===== src/rtl/dcd_pkg.sv =====
// dcd_pkg: slot value encodings, FSM state type and default sizes shared by the decision writer
package dcd_pkg;
  localparam int DEF_NUM_VARS = 8;
  localparam int DEF_WIDTH = 3;
  localparam int DEF_IDX_W = 3;
  localparam int DEF_LVL_W = 4;
  localparam logic [1:0] VAL_FREE = 2'b00;
  localparam logic [1:0] VAL_FALSE = 2'b01;
  localparam logic [1:0] VAL_TRUE = 2'b10;
  localparam logic [1:0] VAL_CONF = 2'b11;
  typedef enum logic [1:0] {IDLE, SCAN, WRITE, DONE} state_e;
  function automatic logic [2:0] dcd_slot(input logic pol);
    return {pol ? VAL_TRUE : VAL_FALSE, 1'b0};
  endfunction
endpackage


===== src/rtl/dcd_scan_ctr.sv =====
// dcd_scan_ctr: saturating read-address issuer with 1-deep returned-address/valid pipe and last-index flag (clk, rst active-low async, clr_i, adv_i -> addr_o, ret_addr_o, ret_vld_o, ret_last_o)
module dcd_scan_ctr #(
  parameter int NUM_VARS = 8,
  parameter int IDX_W = 3
) (
  input  logic             clk,
  input  logic             rst,
  input  logic             clr_i,
  input  logic             adv_i,
  output logic [IDX_W-1:0] addr_o,
  output logic [IDX_W-1:0] ret_addr_o,
  output logic             ret_vld_o,
  output logic             ret_last_o
);
  localparam logic [IDX_W-1:0] LAST = IDX_W'(NUM_VARS - 1);
  logic [IDX_W-1:0] addr_q, addr_d, ret_q, ret_d;
  logic vld_q, vld_d;
  always_comb begin
    addr_d = clr_i ? '0 : adv_i ? (addr_q == LAST ? LAST : addr_q + IDX_W'(1)) : addr_q;
    ret_d = adv_i ? addr_q : ret_q;
    vld_d = adv_i & ~clr_i;
  end
  always_ff @(posedge clk or negedge rst) begin
    if (!rst) begin
      addr_q <= '0;
      ret_q <= '0;
      vld_q <= 1'b0;
    end else begin
      addr_q <= addr_d;
      ret_q <= ret_d;
      vld_q <= vld_d;
    end
  end
  assign addr_o = addr_q;
  assign ret_addr_o = ret_q;
  assign ret_vld_o = vld_q;
  assign ret_last_o = ret_q == LAST;
endmodule


===== src/rtl/dcd_assign_var.sv =====
// dcd_assign_var: finds the lowest free variable in the state list and writes a leveled decision for it (clk, rst active-low async, start_i/kill_i/cur_lvl_i, rd_addr_o/var_value_i read port, wr_* write port, busy_o/done_o/found_o/dcd_index_o status; optional DCD_PHASE_SAVE_EN saved-phase polarity)
module dcd_assign_var
  import dcd_pkg::*;
#(
  parameter int NUM_VARS = DEF_NUM_VARS,
  parameter int WIDTH = DEF_WIDTH,
  parameter int IDX_W = DEF_IDX_W,
  parameter int LVL_W = DEF_LVL_W
) (
  input  logic             clk,
  input  logic             rst,
  input  logic             start_i,
  input  logic             kill_i,
  input  logic [LVL_W-1:0] cur_lvl_i,
  output logic [IDX_W-1:0] rd_addr_o,
  input  logic [WIDTH-1:0] var_value_i,
  output logic             wr_en_o,
  output logic [IDX_W-1:0] wr_addr_o,
  output logic [WIDTH-1:0] wr_value_o,
  output logic [LVL_W-1:0] wr_lvl_o,
  output logic             busy_o,
  output logic             done_o,
  output logic             found_o,
  output logic [IDX_W-1:0] dcd_index_o
);
  state_e state_q, state_d;
  logic [LVL_W-1:0] lvl_q, lvl_d;
  logic [IDX_W-1:0] idx_q, idx_d, ret_addr;
  logic found_q, found_d, ret_vld, ret_last, accept, checked, is_free, hit, miss_end, pol;
  logic unused_implied;
  assign unused_implied = var_value_i[0];
  assign accept = state_q == IDLE && start_i && !kill_i;
  assign checked = state_q == SCAN && ret_vld;
  assign is_free = var_value_i[2:1] == VAL_FREE;
  assign hit = checked && is_free;
  assign miss_end = checked && !is_free && ret_last;
  dcd_scan_ctr #(.NUM_VARS(NUM_VARS), .IDX_W(IDX_W)) u_ctr (
    .clk       (clk),
    .rst       (rst),
    .clr_i     (accept),
    .adv_i     (state_q == SCAN),
    .addr_o    (rd_addr_o),
    .ret_addr_o(ret_addr),
    .ret_vld_o (ret_vld),
    .ret_last_o(ret_last)
  );
  always_ff @(posedge clk or negedge rst) begin
    if (!rst) begin
      state_q <= IDLE;
      lvl_q <= '0;
      idx_q <= '0;
      found_q <= 1'b0;
    end else begin
      state_q <= state_d;
      lvl_q <= lvl_d;
      idx_q <= idx_d;
      found_q <= found_d;
    end
  end
  always_comb begin
    state_d = kill_i ? IDLE
            : state_q == IDLE ? (start_i ? SCAN : IDLE)
            : state_q == SCAN ? (hit ? WRITE : miss_end ? DONE : SCAN)
            : state_q == WRITE ? DONE : IDLE;
    lvl_d = accept ? cur_lvl_i : lvl_q;
    idx_d = accept ? '0 : (hit && !kill_i) ? ret_addr : idx_q;
    found_d = accept ? 1'b0 : (state_q == WRITE && !kill_i) ? 1'b1 : found_q;
  end
  always_comb begin
    wr_en_o = state_q == WRITE && !kill_i;
    wr_addr_o = wr_en_o ? idx_q : '0;
    wr_value_o = wr_en_o ? WIDTH'(dcd_slot(pol)) : '0;
    wr_lvl_o = wr_en_o ? lvl_q : '0;
    busy_o = state_q != IDLE;
    done_o = state_q == DONE && !kill_i;
    found_o = found_q;
    dcd_index_o = idx_q;
  end
`ifdef DCD_PHASE_SAVE_EN
  logic [NUM_VARS-1:0] phase_q, phase_d;
  always_comb begin
    phase_d = phase_q;
    if (checked && !is_free && var_value_i[2:1] != VAL_CONF) phase_d[ret_addr] = var_value_i[2];
  end
  always_ff @(posedge clk or negedge rst) begin
    if (!rst) phase_q <= '0;
    else phase_q <= phase_d;
  end
  assign pol = phase_q[idx_q];
`else
  assign pol = 1'b0;
`endif
endmodule


===== config.mk =====
export PLATFORM = sky130hd
export DESIGN_NAME = dcd_assign_var
export DESIGN_NICKNAME = d
export VERILOG_FILES = /design/src/rtl/dcd_pkg.sv /design/src/rtl/dcd_scan_ctr.sv /design/src/rtl/dcd_assign_var.sv
export SDC_FILE = /design/constraint.sdc
export NUM_CORES = 1
export LEC_CHECK = 0
export ABC_CLOCK_PERIOD_IN_PS = 1800
export CELL_PAD_IN_SITES_DETAIL_PLACEMENT = 0
export CELL_PAD_IN_SITES_GLOBAL_PLACEMENT = 1
export CORE_MARGIN = 2
export CORE_UTILIZATION = 31
export DETAILED_ROUTE_END_ITERATION = 12
export MAX_ROUTING_LAYER = met4
export PLACE_DENSITY = 0.8
export SLEW_MARGIN = 20
export SYNTH_ARGS = -nofsm -noshare
export SYNTH_HDL_FRONTEND = slang
export SYNTH_SLANG_ARGS = --single-unit

===== constraint.sdc =====
create_clock -name clk -period 1.8 [get_ports clk]
set_clock_uncertainty 0.1 [all_clocks]
set_input_delay 0.18 -clock clk [delete_from_list [all_inputs] [get_ports clk]]
set_output_delay 0.18 -clock clk [all_outputs]
set_load 0.1 [all_outputs]

---- Yosys cells after proc, flatten, opt, wreduce, memory -nomap -nowiden ----
Cells that the tools add are included.
word-level totals
  register bits ........................... 17
  output and inout port bits .............. 20
  logic and storage cells ................. 49
operators by class
  bitwise gates (word level) .............. 2
  reduce and logical (&&, ||, !) cells .... 17
  equality and inequality tests ........... 5
  muxes and demuxes ....................... 17
  add/subtract/negate cells ............... 1
operators by type and width
  operator               count
  $mux W3                6
  $mux W2                7
  $logic_and A1 B1 Y1    9
  $reduce_bool A2 Y1     4
  $eq A3 B3 Y1 const B   2
  $eq A2 B2 Y1 const B   2
  $logic_not A2 Y1       2
  $mux W4                1
  $add A3 B1 Y3 const B  1
  $mux W1                3
  $eq A2 B1 Y1 const B   1
  $logic_not A1 Y1       2
  $and A1 B1 Y1          1
  $not A1 Y1             1

---- Depth between registers and ports, before layout ----
Gate-level depths: netlist (run 1).
  depth after elaboration ................. 9
  mapped depth ............................ 4
  depth with buffers taken out ............ 3

---- Hierarchy ----
Synthesis (run 1) repeated with hierarchy kept, for this count alone.
unflattened totals
  cells, all modules ...................... 84
  area, all modules ....................... 872.1 um2
by module, submodules not included
  module          instances  area each (um2)  cells an instance
  dcd_assign_var  1          568.0            62
  dcd_scan_ctr    1          304.0            22

---- Least setup slack after synthesis (run 1) ----
OpenSTA, ideal clock, no wires.
  kind .................................... reg2out
  start ................................... register state_q[0]
  end ..................................... output wr_addr_o[0]
  cell stages (with the launch flop) ...... 3
  buffers on the path ..................... 0
  path slack .............................. -1.247 ns
  arrival time ............................ 2.767 ns
  path through ............................ dfrtp_1 -> nor3b_2 -> and2_1
between the ends
  cells in the longest elaborated chain, start to end .. 3
RTL lines
  what                      line                  source
  start: declaration        dcd_assign_var.sv:26  state_e state_q, state_d;
  start signal: assignment  dcd_assign_var.sv:54  state_q <= state_d;
  $eq A2 B2 Y1              dcd_assign_var.sv:70  wr_en_o = state_q == WRITE && !kill_i;
  $logic_and A1 B1 Y1       dcd_assign_var.sv:70
  net wr_en_o               dcd_assign_var.sv:17  output logic wr_en_o,
  $mux W3                   dcd_assign_var.sv:71  wr_addr_o = wr_en_o ? idx_q : '0;
  end: declaration          dcd_assign_var.sv:18  output logic [IDX_W-1:0] wr_addr_o,
The timed path passes the listed nets, and every way through them passes these cells.

---- Worst setup path in the final report (run 1) ----
  start ................................... register state_q[0]
  end ..................................... output wr_addr_o[2]
between the ends
  cells in the longest elaborated chain, start to end .. 3
RTL lines
  what                 line
  $eq A2 B2 Y1         dcd_assign_var.sv:70
  $logic_and A1 B1 Y1  dcd_assign_var.sv:70
  $mux W3              dcd_assign_var.sv:71
No other way between the ends.

==> summary.txt, run 1 <==
Synthesis
  • Most common cell in the synthesized netlist: nand2_1
  • Top cell type by total area after synthesis: dfrtp_1
  • Syn Inst Count: 81
  • EDFF count, synth: 0
  • Average size of a mapped cell: 9.92 um^2
  • Asr flop ratio synth: 1.00
  • Complex-gate fraction of the synthesized area: 0.103
  • Synth warn: 0
  • Adder-Cell Fraction of Synth Area: 0.0156
  • Post-synthesis sequential area ratio: 0.530
  • Post-synthesis cell type count: 25
  • Largest family of logic cells by synthesized area: simple AND/OR/NAND/NOR gates
  • #FFs+latches synth: 17
  • Most instantiated cells after synthesis: nand2_1 (19), dfrtp_1 (17), and2_1 (7)
  • Ys flop type: dfrtp_1
  • Top cells by area, synth: dfrtp_1 (53%), nand2_1 (8.9%), and2_1 (5.5%)
  • XOR/XNOR Fraction of Synth Area: 0
  • Post-synthesis mux area share: 0.0374
  • Synth top area share: 0.530
  • Simple-gate share of the synthesized area: 0.248
  • Area of the mapped netlist: 803 um^2

Finish
  • Fin nets: 127
  • Multi-input combinational cell area: 355 um^2
  • Final Core Density: 0.547
  • Area grow syn2layout: 68.7%
  • Layout Cells excl Fill: 144
  • Share of cells above drive strength 1: 0.360
  • N_diodes: 0
  • Register area: 428 um^2
  • Fillers: 224

Worst setup path
  • Terminus of the critical flop-to-flop path: found_o$_DFFE_PN0P_
  • CP Max Fanout: 10
  • Worst setup SP type: flop
  • Reg2reg start: state_q[0]$_DFF_PN0_
  • Reg2Reg Depth: 2
  • Setup crit end kind: primary output
  • Most numerous cell on the critical path: buf_12
  • CP arrival: 1440 ps
  • Max stage delay cell, worst path: dfrtp_2
  • Worst Path Required: 1520 ps
  • CP max stage delay: 460 ps
  • Worst path cell trace: nor3b_4 -> buf_12 -> and2_4 -> buf_12
  • Reg2Reg Setup Slack: 190 ps
  • Critical path type: flop to primary output

Detailed routing
  • DRC: 0
  • Vias per cell: 4.65
  • Routed len/inst: 12.0 um
  • Routed Antenna Nets: 0
  • DR iter-0 viols: 9
  • Vias: 670
  • Final wirelength: 1720 um
  • Drt pass-1 iters: 5

CTS
  • CTS tree: yes
  • Clock sinks: 17
  • CTS buffer count: 3
  • Clock transition at path regs: 100 ps
  • H-Tree Depth: 1
  • Root buffer cell: clkbuf_4
  • Clk buf depth: 2
  • Cts hold-fix bufs: 0
  • Worst-Skew Late Latency: 290 ps

Global routing
  • GRT overflow: 0
  • Largest net degree at the start of global routing: 18
  • First-pass GRT wire length: 2740 um
  • GRT Total Usage: 0.136
  • Initial antenna violation count: 0
  • Vias in the first global route: 602

Power
  • Power Density: 909 mW/mm^2
  • Worst vdd ir: 0.000905 V
  • P_leak: 0.649 nW

Worst hold path
  • Worst hold-check path type: primary input to asynchronous set/reset pin

Placement
  • Dpl ws: -42.4 ps
  • Placed Instances: 139
  • Hpwl dp: 1300 um
  • RD Place Congestion: 0.736
  • PortBufs: 27

Timing
  • Final hold viol count: 0
  • Fin crit share: 0.954
  • Slew Limit Fails: 0
  • Min Hold Slack: 104 ps
  • Setup violators final: 0
  • Tmin final: 1720 ps
  • Final setup margin: 82.2 ps
  • RSZ-0062 raised after global routing: true
  • Fmax: 0.582 GHz
  • Setup TNS: 0 ps

Run status
  • Run status: complete, no violations

Floorplanning
  • Core area: 0.00248 mm^2
  • Chip height: 54.9 um
  • Die area: 0.00301 mm^2
  • IO Pins: 31
  • Initial Util: 0.324
  • Die Wd: 54.9 um
  • Rows: 18

Flow run
  • Max Cap Violations: 0
[power breakdown]
group	switching, mW	internal, mW	total, mW
Clock	0.117	0.0826	0.199
Sequential	0.0696	0.450	0.519
Combinational	0.332	0.181	0.513
[flip-flops by register name, indices dropped and copies added (netlist names)]
name,cells
lvl_q,4
u_ctr.ret_addr_o,3
found_o,1
u_ctr.addr_o,3
u_ctr.ret_vld_o,1
dcd_index_o,3
state_q,2
[worst max path at each step]
| stage | startpoint | end | depth (start not counted) |
|---|---|---|---|
| global route | state_q[0]$_DFF_PN0_ | wr_addr_o[2] | 4 |
| detailed placement | kill_i | found_o$_DFFE_PN0P_ | 3 |
| floorplan | state_q[0]$_DFF_PN0_ | wr_addr_o[0] | 2 |
| global placement | kill_i | found_o$_DFFE_PN0P_ | 3 |
| CTS | state_q[0]$_DFF_PN0_ | wr_lvl_o[2] | 4 |
| finish | state_q[0]$_DFF_PN0_ | wr_addr_o[2] | 4 |
[final cells by class]
| type | instances | area share |
|---|---|---|
| inverter | 3 | 0.00831 |
| tap | 30 | 0.0277 |
| multi-input combinational | 57 | 0.262 |
| clock buffer | 3 | 0.0166 |
| timing repair buffer | 33 | 0.366 |
| clock inverter | 1 | 0.00369 |
| sequential | 17 | 0.316 |
[routing by layer]
metal | up-vias | GRT usage | share of wire
met5 | - | - | 0
met4 | 0 | 0.0854 | 0.021
met3 | 4 | 0.0188 | 0.056
met2 | 21 | 0.190 | 0.49
met1 | 314 | 0.185 | 0.44
li1 | 331 | - | -
[metrics by stage]
stage / cell area (um^2) / power (mW)
final: 1360 / 1.23
after detailed placement: 1310 / 1.04
after global routing: 1360 / 1.30
after global placement: 1310 / 1.03
after floorplan: 831 / 0.843
after CTS: 1350 / 1.25
[placed cells by master (no fill, tap or decap), types with 2 or more instances in the layout]
master	synthesis	routed
nand2_1	19	19
buf_12	0	18
dfrtp_1	17	15
clkdlybuf4s50_1	0	9
and2_4	0	7
buf_4	3	6
o21ai_0	5	5
nor2_1	3	3
inv_1	3	3
mux2i_1	3	3
a21oi_1	3	3
clkbuf_4	0	3
a21o_1	2	2
a31oi_1	2	2
conb_1	1	2
dfrtp_2	0	2
[repair_timing]
action / CTS / global route
gates resized for setup: 0 / 2
endpoints found under the setup margin: 9 / 9
endpoints found under the hold margin: 0 / 0
pin swaps: 1 / 3
buffers inserted: 1 / 0
[kinds of logic (layout without fill, tap and decap cells)]
group	after synthesis	count (layout)
compound gates	14	14
fa+ha+maj	1	1
buf+inv	8	40
flops	17	17
mux	3	3
other cells	1	2
simple gates	37	37
[critical path: cells and delay by family (launching register included)]
kind,cells,cell delay (ps)
flops,1,460
simple gates,2,370
buf+inv,2,310
Note: power is estimated with default switching activity, not from simulation.
==> run 2, diff against run 1 <==
ABC_CLOCK_PERIOD_IN_PS = 1500   (was 1800)
CELL_PAD_IN_SITES_DETAIL_PLACEMENT = default   (was 0)
CELL_PAD_IN_SITES_GLOBAL_PLACEMENT = default   (was 1)
CORE_UTILIZATION = 38   (was 31)
PLACE_DENSITY = 0.77   (was 0.8)
SKIP_CTS_REPAIR_TIMING = 1   (was default)
clock period = 1.5 ns   (was 1.8 ns; I/O delays follow)
==> run 2 against run 1 <==
Effect of this change: the flow now finishes with violations (setup timing); flip-flop and latch count did not move; highest routed layer unchanged; setup slack worse by 360 ps; first-iteration DRC count fell by 33%; critical path type unchanged.
==> summary.txt, run 2 (synthesis results as in run 1) <==
Worst setup path
  • CP Max Fanout: 11
  • Terminus of the critical flop-to-flop path: lvl_q[2]$_DFFE_PN0P_
  • Critical path type: flop to primary output
  • Most numerous cell on the critical path: buf_12
  • Stages on the worst setup path: 5
  • Worst path cell trace: buf_6 -> nor3b_4 -> buf_12 -> and2_4 -> buf_12
  • CP max stage delay: 400 ps
  • WP buf/inv: 3
  • Launch point of the worst path: state_q[0]$_DFF_PN0_
  • CP delay by family, top: buffers and inverters
  • Worst setup SP type: flop
  • Reg2reg start: state_q[1]$_DFF_PN0_
  • Setup crit end kind: primary output
  • Crit path to: wr_addr_o[2]
  • Worst Path Required: 1250 ps
  • Reg2Reg Setup Slack: -70 ps
  • Reg2Reg Depth: 7
  • Max stage delay cell, worst path: dfrtp_1
  • CP arrival: 1520 ps

Power
  • Power Density: 1060 mW/mm^2
  • Worst vdd ir: 0.00113 V
  • Post-layout power: 1.52 mW
  • P_leak: 0.695 nW

Finish
  • Top reg by flops: lvl_q
  • Multi-input combinational cell area: 359 um^2
  • Share of cells above drive strength 1: 0.402
  • Fillers: 139
  • Fin nets: 135
  • Register area: 428 um^2
  • N_diodes: 0
  • Layout Cells excl Fill: 149
  • Commonest cells after routing, fill and taps aside: nand2_1 (19), buf_12 (19), dfrtp_1 (15)
  • Largest register FFs: 4
  • Area grow syn2layout: 79.0%

Floorplanning
  • IO Pins: 31
  • Rows: 16
  • Die area: 0.00250 mm^2
  • Chip height: 50.0 um
  • Initial Util: 0.405
  • Die Wd: 50.0 um
  • Core area: 0.00198 mm^2

Detailed routing
  • Drt pass-1 iters: 4
  • DRC: 0
  • Vias per cell: 4.70
  • DR iter-0 viols: 6
  • Vias: 700
  • Routed len/inst: 13.1 um
  • Routed Antenna Nets: 0
  • Final wirelength: 1950 um

Timing
  • Fin crit share: 1.18
  • Slew Limit Fails: 0
  • Setup TNS: -2850 ps
  • RSZ-0062 raised after global routing: true
  • Setup violators final: 22
  • Fmax: 0.564 GHz
  • Final setup margin: -274 ps
  • Tmin final: 1770 ps
  • Final hold viol count: 0

Global routing
  • GRT Total Usage: 0.180
  • GRT overflow: 0
  • Largest net degree at the start of global routing: 18
  • First-pass GRT wire length: 3220 um
  • Initial antenna violation count: 0
  • Vias in the first global route: 666

Placement
  • Hpwl dp: 1520 um
  • PortBufs: 27
  • Placed Instances: 141
  • RD Place Congestion: 0.785

Flow run
  • Max Cap Violations: 0

CTS
  • Clk buf depth: 2
  • CTS tree: yes
  • Root buffer cell: clkbuf_4
  • Worst-Skew Late Latency: 300 ps
  • Clock sinks: 17
  • CTS buffer count: 3
  • H-Tree Depth: 1
  • Clock transition at path regs: 100 ps

Run status
  • Failing checks: setup timing
  • Run status: finished, violations left

Worst hold path
  • Worst hold-check path type: primary input to asynchronous set/reset pin
==> run 2: changes by cell type in the layout (fill, tap and decap cells not counted), sizes merged <==
cell and delta:
buf +8, clkbuf +1, clkinv -1
==> run 2: power by group <==
group / leakage [nW] / total (mW) / switching [mW] / internal [mW]
clock: 0.0150 / 0.251 / 0.147 / 0.104
sequential: 0.217 / 0.625 / 0.0826 / 0.543
combinational: 0.463 / 0.647 / 0.408 / 0.239
==> run 2: worst min-delay path by stage <==
stage	to	slack, ps	cells past startpoint
finish	lvl_q[2]$_DFFE_PN0P_	60	2
global route	lvl_q[2]$_DFFE_PN0P_	90	2
global placement	lvl_q[3]$_DFFE_PN0P_	360	2
floorplan	dcd_index_o[0]$_DFFE_PN0P_	-250	0
detailed placement	lvl_q[0]$_DFFE_PN0P_	370	2
CTS	lvl_q[2]$_DFFE_PN0P_	60	2
==> run 2: cell type report <==
type / count / share of cell area
clock buffers: 4 / 0.0183
inverters: 3 / 0.00783
multi-input cells: 57 / 0.250
flip-flops and latches: 17 / 0.298
well taps: 27 / 0.0235
repair buffers: 41 / 0.403
==> run 2: per-layer routing <==
metal	global-route usage	wire, um	vias up
met4	0.0833	38	0
met3	0.0273	61	5
met5	-	0	-
met2	0.296	1070	17
met1	0.216	785	332
li1	-	-	346
==> run 2: metrics by stage <==
step                      worst slack, ps  utilization  hold WS (ps)  instance area, um^2
final                                -274        0.725          62.6                 1440
after global routing                 -330        0.725          93.8                 1440
after CTS                            -314        0.703          61.3                 1390
after detailed placement             -305        0.689           367                 1370
after global placement               -248        0.689           364                 1370
after floorplan                      -691            -          -246                  833
==> run 2: worst reg2reg max path: stages (launching register included) <==
cell and delay [ps]:
dfrtp_1 400, buf_6 120, buf_6 110, buf_4 130
nor4b_1 320, buf_4 200, nand2_1 70, nand2_1 70
